==> src/rtl/k_alu_pkg.sv <==
// Shared definitions for the k_alu controller: ALU func codes, instruction field
// positions and the issue/writeback FSM state type.
package k_alu_pkg;

   // ALU function codes carried in command[31:28]
   localparam logic [3:0] FUNC_ADD   = 4'd0;
   localparam logic [3:0] FUNC_SUB   = 4'd1;
   localparam logic [3:0] FUNC_MUL   = 4'd2;
   localparam logic [3:0] FUNC_DIV   = 4'd3;
   localparam logic [3:0] FUNC_AND   = 4'd4;
   localparam logic [3:0] FUNC_OR    = 4'd5;
   localparam logic [3:0] FUNC_XOR   = 4'd6;
   localparam logic [3:0] FUNC_NOT   = 4'd7;
   localparam logic [3:0] FUNC_PASSA = 4'd8;
   localparam logic [3:0] FUNC_PASSB = 4'd9;
   localparam logic [3:0] FUNC_SLL   = 4'd10;
   localparam logic [3:0] FUNC_SRL   = 4'd11;
   localparam logic [3:0] FUNC_SRA   = 4'd12;
   localparam logic [3:0] FUNC_INC   = 4'd13;
   localparam logic [3:0] FUNC_DEC   = 4'd14;
   localparam logic [3:0] FUNC_HAMM  = 4'd15;

   // Instruction field bit positions
   localparam int unsigned FUNC_MSB    = 31;
   localparam int unsigned FUNC_LSB    = 28;
   localparam int unsigned USE_IMM_BIT = 27;
   localparam int unsigned RD_MSB      = 26;
   localparam int unsigned RD_LSB      = 24;
   localparam int unsigned RS_MSB      = 22;
   localparam int unsigned RS_LSB      = 20;
   localparam int unsigned RT_MSB      = 18;
   localparam int unsigned RT_LSB      = 16;
   localparam int unsigned IMM_MSB     = 7;
   localparam int unsigned IMM_LSB     = 0;

   typedef enum logic [1:0] {
      StIdle = 2'd0,
      StExec = 2'd1,
      StWb   = 2'd2
   } state_e;

endpackage

==> src/rtl/k_regfile8.sv <==
// 8-entry register file: async reset, one synchronous write port, three
// combinational read ports (two operand reads plus one debug read).
module k_regfile8 #(
   parameter int unsigned NREG = 8,
   parameter int unsigned W    = 8
) (
   input  logic         clk,
   input  logic         rst,
   input  logic         we,
   input  logic [2:0]   waddr,
   input  logic [W-1:0] wdata,
   input  logic [2:0]   raddr_a,
   output logic [W-1:0] rdata_a,
   input  logic [2:0]   raddr_b,
   output logic [W-1:0] rdata_b,
   input  logic [2:0]   raddr_c,
   output logic [W-1:0] rdata_c
);

   logic [W-1:0] mem_q [NREG];

   // Storage: cleared on reset, written on the rising edge when we is set
   always_ff @(posedge clk or posedge rst) begin
      if (rst) begin
         for (int unsigned i = 0; i < NREG; i++) begin
            mem_q[i] <= '0;
         end
      end else if (we) begin
         mem_q[waddr] <= wdata;
      end
   end

   assign rdata_a = mem_q[raddr_a];
   assign rdata_b = mem_q[raddr_b];
   assign rdata_c = mem_q[raddr_c];

endmodule

==> src/rtl/k_alu_ctrl.sv <==
// Issue/writeback controller in front of the combinational 8-bit ALU.
// Accepts an instruction in IDLE, drives the ALU command in EXEC, writes the
// captured result back in WB (one instruction per three cycles).
// Optional feature: define K_ALU_CTRL_DIVZ_TRAP_EN to trap divide-by-zero in WB
// (no writeback, err pulse instead of done).
module k_alu_ctrl
   import k_alu_pkg::*;
#(
   parameter int unsigned NREG = 8,
   parameter int unsigned W    = 8
) (
   input  logic         clk,
   input  logic         rst,
   input  logic         in_valid,
   output logic         in_ready,
   input  logic [31:0]  instr,
   output logic [31:0]  command,
   input  logic [W-1:0] alu_res,
   output logic         done,
   output logic         err,
   input  logic [2:0]   dbg_addr,
   output logic [W-1:0] dbg_data
);

   state_e       state_q, state_d;
   logic [31:0]  command_q, command_d;
   logic [2:0]   rd_q, rd_d;
   logic [W-1:0] res_q, res_d;
   logic [W-1:0] rs_data, rt_data;
   logic         in_wb, trap, wb_en;

   // instr[15:8] carries no field; fold it so it is visibly consumed
   logic unused_instr;
   assign unused_instr = ^instr[15:8];

   k_regfile8 #(
      .NREG (NREG),
      .W    (W)
   ) u_regfile (
      .clk     (clk),
      .rst     (rst),
      .we      (wb_en),
      .waddr   (rd_q),
      .wdata   (res_q),
      .raddr_a (instr[RS_MSB:RS_LSB]),
      .rdata_a (rs_data),
      .raddr_b (instr[RT_MSB:RT_LSB]),
      .rdata_b (rt_data),
      .raddr_c (dbg_addr),
      .rdata_c (dbg_data)
   );

   // State and datapath registers; reset aborts any in-flight instruction
   always_ff @(posedge clk or posedge rst) begin
      if (rst) begin
         state_q   <= StIdle;
         command_q <= '0;
         rd_q      <= '0;
         res_q     <= '0;
      end else begin
         state_q   <= state_d;
         command_q <= command_d;
         rd_q      <= rd_d;
         res_q     <= res_d;
      end
   end

   // Next-state: accept in IDLE, capture ALU result in EXEC, write back in WB
   always_comb begin
      state_d   = state_q;
      command_d = command_q;
      rd_d      = rd_q;
      res_d     = res_q;
      in_ready  = 1'b0;
      case (state_q)
         StIdle: begin
            in_ready = 1'b1;
            if (in_valid) begin
               command_d = {instr[31:16], rs_data,
                            instr[USE_IMM_BIT] ? instr[IMM_MSB:IMM_LSB] : rt_data};
               rd_d      = instr[RD_MSB:RD_LSB];
               state_d   = StExec;
            end
         end
         StExec: begin
            res_d   = alu_res;
            state_d = StWb;
         end
         StWb: begin
            state_d = StIdle;
         end
         default: begin
            state_d = StIdle;
         end
      endcase
   end

`ifdef K_ALU_CTRL_DIVZ_TRAP_EN
   assign trap = (command_q[31:28] == FUNC_DIV) && (command_q[7:0] == 8'h00);
`else
   assign trap = 1'b0;
`endif

   assign in_wb   = (state_q == StWb);
   assign wb_en   = in_wb && !trap;
   assign done    = wb_en;
   assign err     = in_wb && trap;
   assign command = command_q;

endmodule
==> config.mk <==
export PLATFORM = sky130hd
export DESIGN_NAME = k_alu_ctrl
export DESIGN_NICKNAME = d
export VERILOG_FILES = /design/src/rtl/k_alu_pkg.sv /design/src/rtl/k_regfile8.sv /design/src/rtl/k_alu_ctrl.sv
export SDC_FILE = /design/constraint.sdc
export NUM_CORES = 1
export LEC_CHECK = 0
export CAP_MARGIN = 15
export CORE_MARGIN = 5
export CORE_UTILIZATION = 55
export CTS_BUF_LIST = sky130_fd_sc_hd__clkbuf_4
export DETAILED_ROUTE_END_ITERATION = 10
export GPL_TIMING_DRIVEN = 1
export PLACE_DENSITY = 0.81
export SETUP_SLACK_MARGIN = 0.3
export SYNTH_ARGS = -nofsm -noshare
export SYNTH_HDL_FRONTEND = slang
export SYNTH_SLANG_ARGS = --single-unit
==> constraint.sdc <==
create_clock -name clk -period 4.39 [get_ports clk]
set_clock_uncertainty 0.05 [all_clocks]
set_input_delay 0.878 -clock clk [delete_from_list [all_inputs] [get_ports clk]]
set_output_delay 0.878 -clock clk [all_outputs]
set_load 0.005 [all_outputs]
Yosys cells after proc, flatten, opt, wreduce, memory -nomap -nowiden
Cells that the tools add are included.

Logic and storage cells: 43. Bits in registers: 109.

Multiplexer cells: 16. Reductions and logical operators: 3. Equal/unequal tests: 3. Bitwise operators: 4. $lt $le $gt $ge: 5.

Operator list (number): 8-bit binary-select mux with 3-bit select (3); 64-bit bitwise mux (1); 8-bit two-way mux (8); 8-bit demux with 3-bit select (1); 4-bit greater-or-equal comparator (second input constant) (4); 3-bit inverter with 4-bit output (4); 4-bit by 1-bit less-than comparator with 1-bit output (second input constant) (1); 2-bit one-hot mux with 2 select lines (1); 2-bit by 1-bit == test with 1-bit output (second input constant) (1); 2-bit == test (second input constant) (1); 2-bit logical NOT (1); 2-bit two-way mux (1); 2-bit inequality test (second input constant) (1); 2-bit AND reduction (1); 1-bit logical AND (1); 1-bit two-way mux (1).

Logic depth before layout (Yosys ltp)
Gate-level depths: netlist of run 1.

Depth after elaboration: 6. Gate-level depth with buffers: 6. Mapped depth without buffers: 4.

Modules after synthesis
From an unflattened synthesis of run 1, not the netlist that was laid out.

Cells, all modules: 334. Area total of the unflattened synthesis: 5771.8 um^2.

Modules (own cells, without submodules): k_regfile8 (times used 1, area each 4082.7 um^2, sequential area each 1601.5 um^2, cells each 231); k_alu_ctrl (times used 1, area each 1689.1 um^2, sequential area each 1051.0 um^2, cells each 103).

Worst setup path before layout of run 1
OpenSTA, ideal clock, no wires.

Path type: input -> output. Start point: input port dbg_addr[0]. End point: output port dbg_data[0]. Slack: 1.397 ns. Stages on the path: 4. Data arrival time: 2.065 ns. Cell sequence: buf_2 -> buf_4 -> mux4_2 -> mux2_2.

Cells in the longest elaborated chain, start to end: 4.

Ends and longest elaborated chain: start, declared (line k_alu_ctrl.sv:21) `input logic [2:0] dbg_addr,`; 3-bit inverter with 4-bit output (not written as such) (line k_regfile8.sv:35) `assign rdata_c = mem_q[raddr_c];`; 8-bit binary-select mux with 3-bit select (line k_regfile8.sv:35); 8-bit two-way mux (not written as such) (2 in series) (line k_regfile8.sv:35); end, declared (line k_alu_ctrl.sv:22) `output logic [W-1:0] dbg_data`.

Every way passes these cells. The select of a mux whose other input is x is not followed.

Worst setup path in the final report of run 1
Start point: input port dbg_addr[0]. End point: output port dbg_data[5].

The elaborated chain is that of the path after synthesis.

==> flow_summary_export.csv, run 1 <==
group,metric,value,unit
run_status,outcome,"completed",
critical_path,cp_max_fo,16,
die,die_area,12400,um^2
cts,clkTransAtPathRegs,0.14,ns
timing,hold_ws,0.438,ns
cts,clock-root-buffer,"clkbuf_4",
timing,slew-limit-headroom,34.0,%
detailed_routing,dr.pass1.iters,4,
grt,grt_pass1_wl,22.5,mm
power_and_ir_drop,p_sw,1.19,mW
cts,htreeDepth,3,
timing,hold_viol,0,
detailed_routing,final_antenna_net_count,0,
cts,clock_path_buffers,2,
worst_hold_path,min_from,"command[31]",
cts,insertion_delay,0.46,ns
timing,maxSlewViolCount,0,
logic_synthesis,yosys-top-cells-area,"dfrtp_1 47%, mux2_2 22%, mux4_2 9.5%",
critical_path,critPathLaunchType,"input pin",
logic_synthesis,syn-num-nets,481,
logic_synthesis,synthFlopType,"dfrtp_1",
critical_path,endpoint_kind,"output port",
placement,io_buffers,79,
detailed_routing,routed_via_density,6.03,
cts,post_cts_resized,0,
logic_synthesis,synth.most_common_cell,"mux2_2",
timing,fin_crit,3.90,ns
die,die_h,112,um
worst_hold_path,min_to,"command[31]",
cts,numCtsBuffers,9,
layout,diodes,0,
critical_path,cp.arrival,2.97,ns
timing,tightest_slew,0.988,ns
die,io_pins,89,
timing,setup_viol,0,
logic_synthesis,synth_top_area_share,46.8,%
grt,grt_max_degree,65,
run,cap_violations,0,
logic_synthesis,yosys_register_bits,106,
critical_path,reg2reg_depth,5,
grt,grt_usage,23.2,%
cts,hold_buffers,0,
logic_synthesis,synth_largest_area_cell,"dfrtp_1",
critical_path,reg2reg_to,"command[1]",
logic_synthesis,synthCells,435,
grt,grt_antenna_before_repair,0,
critical_path,criticalPathCategory,"input pin to output port",
die,initial_core_util,55.7,%
placement,gp_congestion,0.813,
die,row_count,37,
grt,overflow,0,
cts,cts.sink_count,106,
worst_hold_path,holdPathStages,2,
layout,syn_to_final_growth,17.0,%
power_and_ir_drop,ir_drop,0.267,mV
logic_synthesis,ys_seq_area_share,46.8,%
logic_synthesis,synth_edf_count,0,
layout,area.sequential,2650,um^2
power_and_ir_drop,combPwrFrac,38.9,%
power_and_ir_drop,seq_power_share,49.6,%
timing,rsz0062_at_grt,"false",
layout,multi_input_area,2860,um^2
layout,utilization,65.2,%
placement,place_hpwl,9.42,mm
grt,grt_use_met1,32.8,%
logic_synthesis,avgSynthCellArea,13.0,um^2
logic_synthesis,synth_warnings,0,
grt,grt_use_met3,5.22,%
cts,cts_tree,"yes",
grt,grtUsageMet2,35.5,%
detailed_routing,wl,13.9,mm
worst_hold_path,hold_path_class,"flop to flop",
power_and_ir_drop,swShare,33.1,%
cts,post_cts_buffers,0,
timing,tns,0,ns
layout,fillers,792,
logic_synthesis,synth-async-reset-ratio,100,%
critical_path,crit-reg2reg-launch,"state_q[1]",
grt,grt_pass1_vias,4030,
detailed_routing,routedWlPerCell,21.7,um
power_and_ir_drop,clockPowerShare,11.6,%
grt,grt-busiest-layer,"met2",
timing,fmax,257,MHz
detailed_routing,drcViolationCount,0,
critical_path,reg2reg_setup_slack,2.29,ns
detailed_routing,drt_iter0_markers,236,
power_and_ir_drop,p_per_area,541,nW/um^2
die,die_w,112,um
die,core_area,10200,um^2
critical_path,critical_path_required,3.46,ns
logic_synthesis,netlist_area,5670,um^2
power_and_ir_drop,intPower,2.40,mW
layout,nets,549,
power_and_ir_drop,p_leak,2.88,nW
logic_synthesis,synth.distinct_cells,32,
detailed_routing,num_vias,3865,
layout,drive_gt1_share,33.3,%
logic_synthesis,ys_top_cells_by_count,"110 x mux2_2, 106 x dfrtp_1, 59 x nand2_1",
timing,fin_crit_sh,88.8,%
## through the flow
stage | instance area, um^2 | cells | setup slack (ns) | power, mW
3_5_place_dp | 6550 | 628 | 0.501 | 3.18
6_report | 6640 | 641 | 0.492 | 3.59
4_1_cts | 6640 | 641 | 0.479 | 3.59
2_1_floorplan | 5670 | 435 | 0.673 | 2.59
5_1_grt | 6640 | 641 | 0.407 | 3.82
3_3_place_gp | 6550 | 628 | 0.497 | 3.11
## cells by family (layout without fill, tap and decap cells)
family,after synthesis,in the layout,share of synthesized area (%)
compound gates,41,41,6.13
buf+inv,32,102,2.82
flops,106,106,46.8
mux,158,158,35.6
other cells,1,1,0.0661
simple gates,97,97,8.60
## worst max path at each step
stage                startpoint  slack, ns          end
floorplan                   rst       0.67   command[0]
global placement    dbg_addr[0]       0.50  dbg_data[5]
detailed placement  dbg_addr[0]       0.50  dbg_data[0]
CTS                 dbg_addr[0]       0.48  dbg_data[5]
global route        dbg_addr[0]       0.41  dbg_data[5]
finish              dbg_addr[0]       0.49  dbg_data[5]
## routing by layer
metal / share of wire [%] / up-vias
li1: - / 1730
met1: 42 / 1971
met2: 48 / 143
met3: 7.9 / 21
met4: 1.8 / 0
met5: 0 / -
## cell usage in the layout (no fill, tap or decap), drive strengths merged, types with 6 or more instances in the layout
cell and instances:
a22o 6, and2 8, buf 8, clkbuf 11
clkdlybuf4s50 79, dfrtp 106, mux2 110, mux2i 24
mux4 24, nand2 59, nor2b 13, o22ai 13
o31ai 15
## power groups by stage
stage / Combinational, mW / Clock, mW / Sequential, mW
detailed placement: 1.40 / 0 / 1.79
global placement: 1.36 / 0 / 1.75
floorplan: 0.941 / 0 / 1.65
finish: 1.40 / 0.416 / 1.78
global route: 1.51 / 0.470 / 1.84
CTS: 1.41 / 0.423 / 1.76
## critical path: stages
cell,delay [ns]
clkdlybuf4s50_1,0.47
buf_4,0.32
mux4_2,0.55
mux2_2,0.29
clkdlybuf4s50_1,0.46
## final cells by class
class,instances,area share [%]
clock inverters,2,0.113
repair buffers,87,12.8
clock buffers,11,1.24
inverters,2,0.226
flip-flops and latches,106,40.0
multi-input cells,297,43.1
well taps,136,2.56
## flip-flops by register name (all words and copies together) (netlist names)
register and cells:
state_q 2, command 32, res_q 8, u_regfile.mem_q 64
(Power assumes the default switching activity.)
==> run 2, diff against run 1 <==
Settings changed: CORE_MARGIN 5 to default, CORE_UTILIZATION 55 to 51, PLACE_DENSITY 0.81 to 0.79.
Clock period 4.39 ns to 3.49 ns, I/O delays scaled along.
==> run 2 against run 1 <==
Against the previous run:
- first-iteration DRC count grew 30%
- via count up 1.2%
- total power increased by 32%
- setup slack got worse by 0.11 ns
- cell count increased by 2.3%
- non-clock buffer count grew 8
- flip-flop and latch count unchanged
- wire length grew 2.0%
- clock power increased by 67%
- die area is 7.2% lower
- critical endpoint is now dbg_data[6]
- largest cell class unchanged
- highest routed layer unchanged
==> flow_summary_export.csv, run 2 (synthesis results as in run 1) <==
group,metric,value,unit
detailed_routing,drt_iter0_markers,307,
power_and_ir_drop,intPower,3.19,mW
placement,gp_congestion,0.801,
critical_path,endpoint_kind,"output port",
layout,area.sequential,2650,um^2
cts,clock_path_buffers,2,
detailed_routing,num_vias,3913,
die,io_pins,89,
detailed_routing,routedWlPerCell,21.6,um
power_and_ir_drop,p_leak,2.99,nW
power_and_ir_drop,power,4.73,mW
power_and_ir_drop,clockPowerShare,14.7,%
critical_path,critical_path_required,2.74,ns
die,die_h,107,um
cts,insertion_delay,0.47,ns
die,initial_core_util,52.3,%
run,cap_violations,0,
layout,mostFrequentLayoutCells,"110 x mux2_2, 106 x dfrtp_1, 77 x clkdlybuf4s50_1, 59 x nand2_1",
timing,tns,0,ns
placement,io_buffers,79,
die,core_area,10800,um^2
timing,fmax,322,MHz
power_and_ir_drop,ir_drop,0.289,mV
layout,regMostFlops,"u_regfile.mem_q",
detailed_routing,wl,14.2,mm
grt,grt_pass1_vias,3990,
timing,tightest_slew,0.991,ns
layout,diodes,0,
detailed_routing,routed_via_density,5.96,
grt,grt_antenna_before_repair,0,
cts,numCtsBuffers,9,
grt,grt_pass1_wl,22.0,mm
power_and_ir_drop,p_sw,1.54,mW
power_and_ir_drop,combPwrFrac,38.0,%
cts,cts_tree,"yes",
critical_path,cp_max_fo,7,
critical_path,critPathLaunchType,"input pin",
timing,maxSlewViolCount,0,
power_and_ir_drop,p_per_area,691,nW/um^2
cts,clkTransAtPathRegs,0.15,ns
power_and_ir_drop,seq_power_share,47.3,%
grt,grt_usage,26.1,%
detailed_routing,dr.pass1.iters,4,
die,die_area,11500,um^2
worst_hold_path,hold_path_class,"flop to flop",
critical_path,cp.arrival,2.36,ns
timing,setup_viol,0,
timing,slew-limit-headroom,33.8,%
grt,overflow,0,
cts,clock-root-buffer,"clkbuf_4",
timing,fin_crit,3.11,ns
layout,multi_input_area,2860,um^2
cts,htreeDepth,3,
detailed_routing,drcViolationCount,0,
layout,drive_gt1_share,35.3,%
timing,hold_viol,0,
power_and_ir_drop,swShare,32.6,%
die,row_count,38,
layout,fillers,841,
cts,hold_buffers,0,
run_status,outcome,"completed",
timing,fin_crit_sh,89.1,%
grt,grt_max_degree,107,
placement,place_hpwl,9.25,mm
timing,rsz0062_at_grt,"false",
detailed_routing,final_antenna_net_count,0,
layout,syn_to_final_growth,20.7,%
layout,final_common_cell,"mux2_2",
die,die_w,107,um
critical_path,criticalPathCategory,"input pin to output port",
cts,cts.sink_count,106,
layout,largest_reg_flops,64,
layout,nets,557,
==> run 2: worst max-delay path, cell delays in order <==
cell	delay [ns]
buf_2	0.15
bufbuf_16	0.29
mux4_2	0.50
mux2_2	0.28
clkdlybuf4s50_1	0.44
==> run 2: final timing paths <==
| path | start | to | slack, ns | cells after the start |
|---|---|---|---|---|
| min in group asynchronous | rst | command[25] | 0.64 | 3 |
| setup / recovery | dbg_addr[0] | dbg_data[6] | 0.38 | 5 |
| setup reg to reg | state_q[0] | u_regfile.mem_q[14] | 1.53 | 3 |
| hold reg to reg | command[29] | command[29] | 0.44 | 2 |
| max in group asynchronous | rst | command[14] | 2.28 | 3 |
| hold / removal | command[29] | command[29] | 0.44 | 2 |
==> run 2: repair_timing <==
action                                  4_1_cts  5_1_grt
endpoints found under the setup margin        8        1
setup buffers                                 5        0
gates cloned                                  2        0
gates resized for setup                       6        1
==> run 2: power by group through the flow <==
stage	clock, mW	combinational (mW)	sequential [mW]
2_1_floorplan	0	1.18	2.08
3_3_place_gp	0	1.71	2.20
3_5_place_dp	0	1.77	2.25
4_1_cts	0.711	1.80	2.22
5_1_grt	0.757	1.93	2.31
6_report	0.696	1.80	2.24
==> run 2: layer usage <==
metal / vias up / share of wire [%] / track usage [%] / wire length, um
met3: 26 / 7.8 / 4.00 / 1100
met4: 0 / 2.7 / 13.5 / 376
met5: - / 0 / 0 / 0
li1: 1745 / - / - / -
met1: 1996 / 42 / 35.3 / 5940
met2: 146 / 48 / 41.0 / 6750
==> run 2: layout make-up <==
class / instances / area share, %
clock buffers: 10 / 1.10
clock inverters: 6 / 1.19
inverters: 2 / 0.238
multi-input cells: 297 / 41.8
flip-flops and latches: 106 / 38.7
well taps: 140 / 2.56
repair buffers: 95 / 14.4
==> run 2: per-stage QoR <==
| step | cells | area (um^2) | worst slack [ns] | util, % | hold WS (ns) |
|---|---|---|---|---|---|
| after floorplan | 435 | 5680 | 0.857 | - | 0.420 |
| after global placement | 633 | 6600 | 0.0620 | 60.9 | 0.407 |
| after detailed placement | 633 | 6600 | 0.0632 | 60.9 | 0.418 |
| after CTS | 656 | 6850 | 0.301 | 63.2 | 0.453 |
| after global routing | 656 | 6850 | 0.354 | 63.2 | 0.466 |
| final | 656 | 6850 | 0.381 | 63.2 | 0.444 |
==> run 3, diff against run 2 <==
Settings changed: CORE_UTILIZATION 51 to 45, PLACE_DENSITY 0.79 to 0.71.
==> run 3 against run 2 <==
Against the previous run:
- via count down 2.1%
- clock power down 20%
- setup slack better by 0.011 ns
- critical path depth unchanged
- highest routed layer unchanged
- non-clock buffer count down 2
==> flow_summary_export.csv, run 3 (synthesis results as in run 1) <==
group,metric,value,unit
placement,gp_congestion,0.814,
critical_path,critPathBufInv,3,
layout,nets,555,
critical_path,worst_path_dominant_cell_family,"buffers and inverters",
critical_path,criticalPathCategory,"input pin to output port",
placement,pre_cts_ws,0.0503,ns
timing,setup_viol,0,
cts,htreeDepth,3,
timing,fin_crit_sh,88.8,%
die,die_area,13100,um^2
run,cap_violations,0,
worst_hold_path,hold_path_class,"flop to flop",
placement,io_buffers,79,
timing,tightest_slew,0.927,ns
detailed_routing,drcViolationCount,0,
timing,maxSlewViolCount,0,
critical_path,cp.arrival,2.35,ns
cts,clock_path_buffers,2,
critical_path,critPathLaunchType,"input pin",
die,die_h,114,um
timing,tns,0,ns
cts,numCtsBuffers,9,
grt,grt_pass1_wl,22.1,mm
layout,mostFrequentLayoutCells,"110 x mux2_2, 106 x dfrtp_1, 77 x clkdlybuf4s50_1, 59 x nand2_1",
timing,hold_ws,0.444,ns
critical_path,cp_max_fo,7,
layout,regMostFlops,"u_regfile.mem_q",
power_and_ir_drop,power,4.58,mW
grt,grt_usage,22.9,%
timing,fin_crit,3.10,ns
die,row_count,40,
detailed_routing,final_antenna_net_count,0,
cts,clkTransAtPathRegs,0.14,ns
grt,grt_pass1_vias,3912,
detailed_routing,num_vias,3831,
die,die_w,114,um
timing,setup_slack,0.392,ns
layout,largest_reg_flops,64,
detailed_routing,routed_via_density,5.61,
layout,drive_gt1_share,34.4,%
timing,fmax,323,MHz
cts,insertion_delay,0.47,ns
detailed_routing,dr.pass1.iters,4,
layout,utilization,56.1,%
critical_path,worstPathCellList,"buf_2 > bufbuf_16 > mux4_2 > mux2_2 > clkdlybuf4s50_1",
die,initial_core_util,46.6,%
worst_hold_path,holdPathStages,2,
timing,rsz0062_at_grt,"false",
timing,slew-limit-headroom,38.1,%
timing,hold_viol,0,
placement,placed_area,6630,um^2
critical_path,endpoint_kind,"output port",
placement,dp.cells,660,
detailed_routing,routedWlPerCell,20.3,um
detailed_routing,drt_iter0_markers,256,
critical_path,reg2reg_depth,3,
cts,cts.sink_count,106,
grt,grt_antenna_before_repair,1,
layout,syn_to_final_growth,20.2,%
layout,final_common_cell,"mux2_2",
grt,grt_max_degree,107,
power_and_ir_drop,p_leak,2.95,nW
layout,final_cell_count_no_fill,683,
die,io_pins,89,
run_status,outcome,"completed",
power_and_ir_drop,p_per_area,671,nW/um^2
detailed_routing,wl,13.9,mm
placement,place_hpwl,9.20,mm
cts,clock-root-buffer,"clkbuf_4",
grt,overflow,0,
cts,cts_tree,"yes",
power_and_ir_drop,ir_drop,0.284,mV
critical_path,cp.depth,5,
critical_path,cpMaxStageDelayCell,"mux4_2",
die,core_area,12200,um^2
layout,stdcell_area,6820,um^2
critical_path,cp_slowest_stage_delay,0.49,ns
critical_path,critical_path_required,2.74,ns
[run 3: power by group]
| group | total [mW] | internal, mW | switching, mW |
|---|---|---|---|
| logic | 1.79 | 1.17 | 0.622 |
| registers | 2.23 | 1.72 | 0.512 |
| clock network | 0.555 | 0.145 | 0.410 |
[run 3: worst paths after layout]
check / slack, ns / endpoint / start
hold reg to reg: 0.44 / command[27] / command[27]
hold / removal: 0.44 / command[27] / command[27]
max in group asynchronous: 2.26 / u_regfile.mem_q[16] / rst
setup reg to reg: 1.57 / u_regfile.mem_q[14] / state_q[0]
setup / recovery: 0.39 / dbg_data[4] / dbg_addr[0]
min in group asynchronous: 0.63 / state_q[1] / rst
[run 3: what timing repair did]
| action | 4_1_cts | 5_1_grt |
|---|---|---|
| setup buffers | 5 | 0 |
| endpoints found under the hold margin | 0 | 0 |
| setup endpoints to repair | 8 | 0 |
| hold buffers | 0 | 0 |
| gates resized for setup | 5 | 0 |
[run 3: cell type report]
| class | instances | area [um^2] |
|---|---|---|
| Multi-Input combinational cell | 297 | 2860 |
| Fill cell | 1016 | 5340 |
| Sequential cell | 106 | 2650 |
| Clock inverter | 7 | 45.0 |
| Timing Repair Buffer | 93 | 965 |
| Clock buffer | 9 | 67.6 |
| Antenna cell | 1 | 2.50 |
| Inverter | 2 | 16.3 |
| Tap cell | 168 | 210 |
[run 3: tightest hold or removal path: stages, from the launching register on]
cell and delay [ns]:
dfrtp_1 0.37, nand2_1 0.05, nand2_1 0.05
[run 3: metal layers]
metal	vias up	global-route usage, %	part of all wire (%)
met2	137	34.6	46
li1	1748	-	-
met3	13	5.08	7.2
met5	-	0	0
met1	1933	31.8	45
met4	0	9.70	1.5
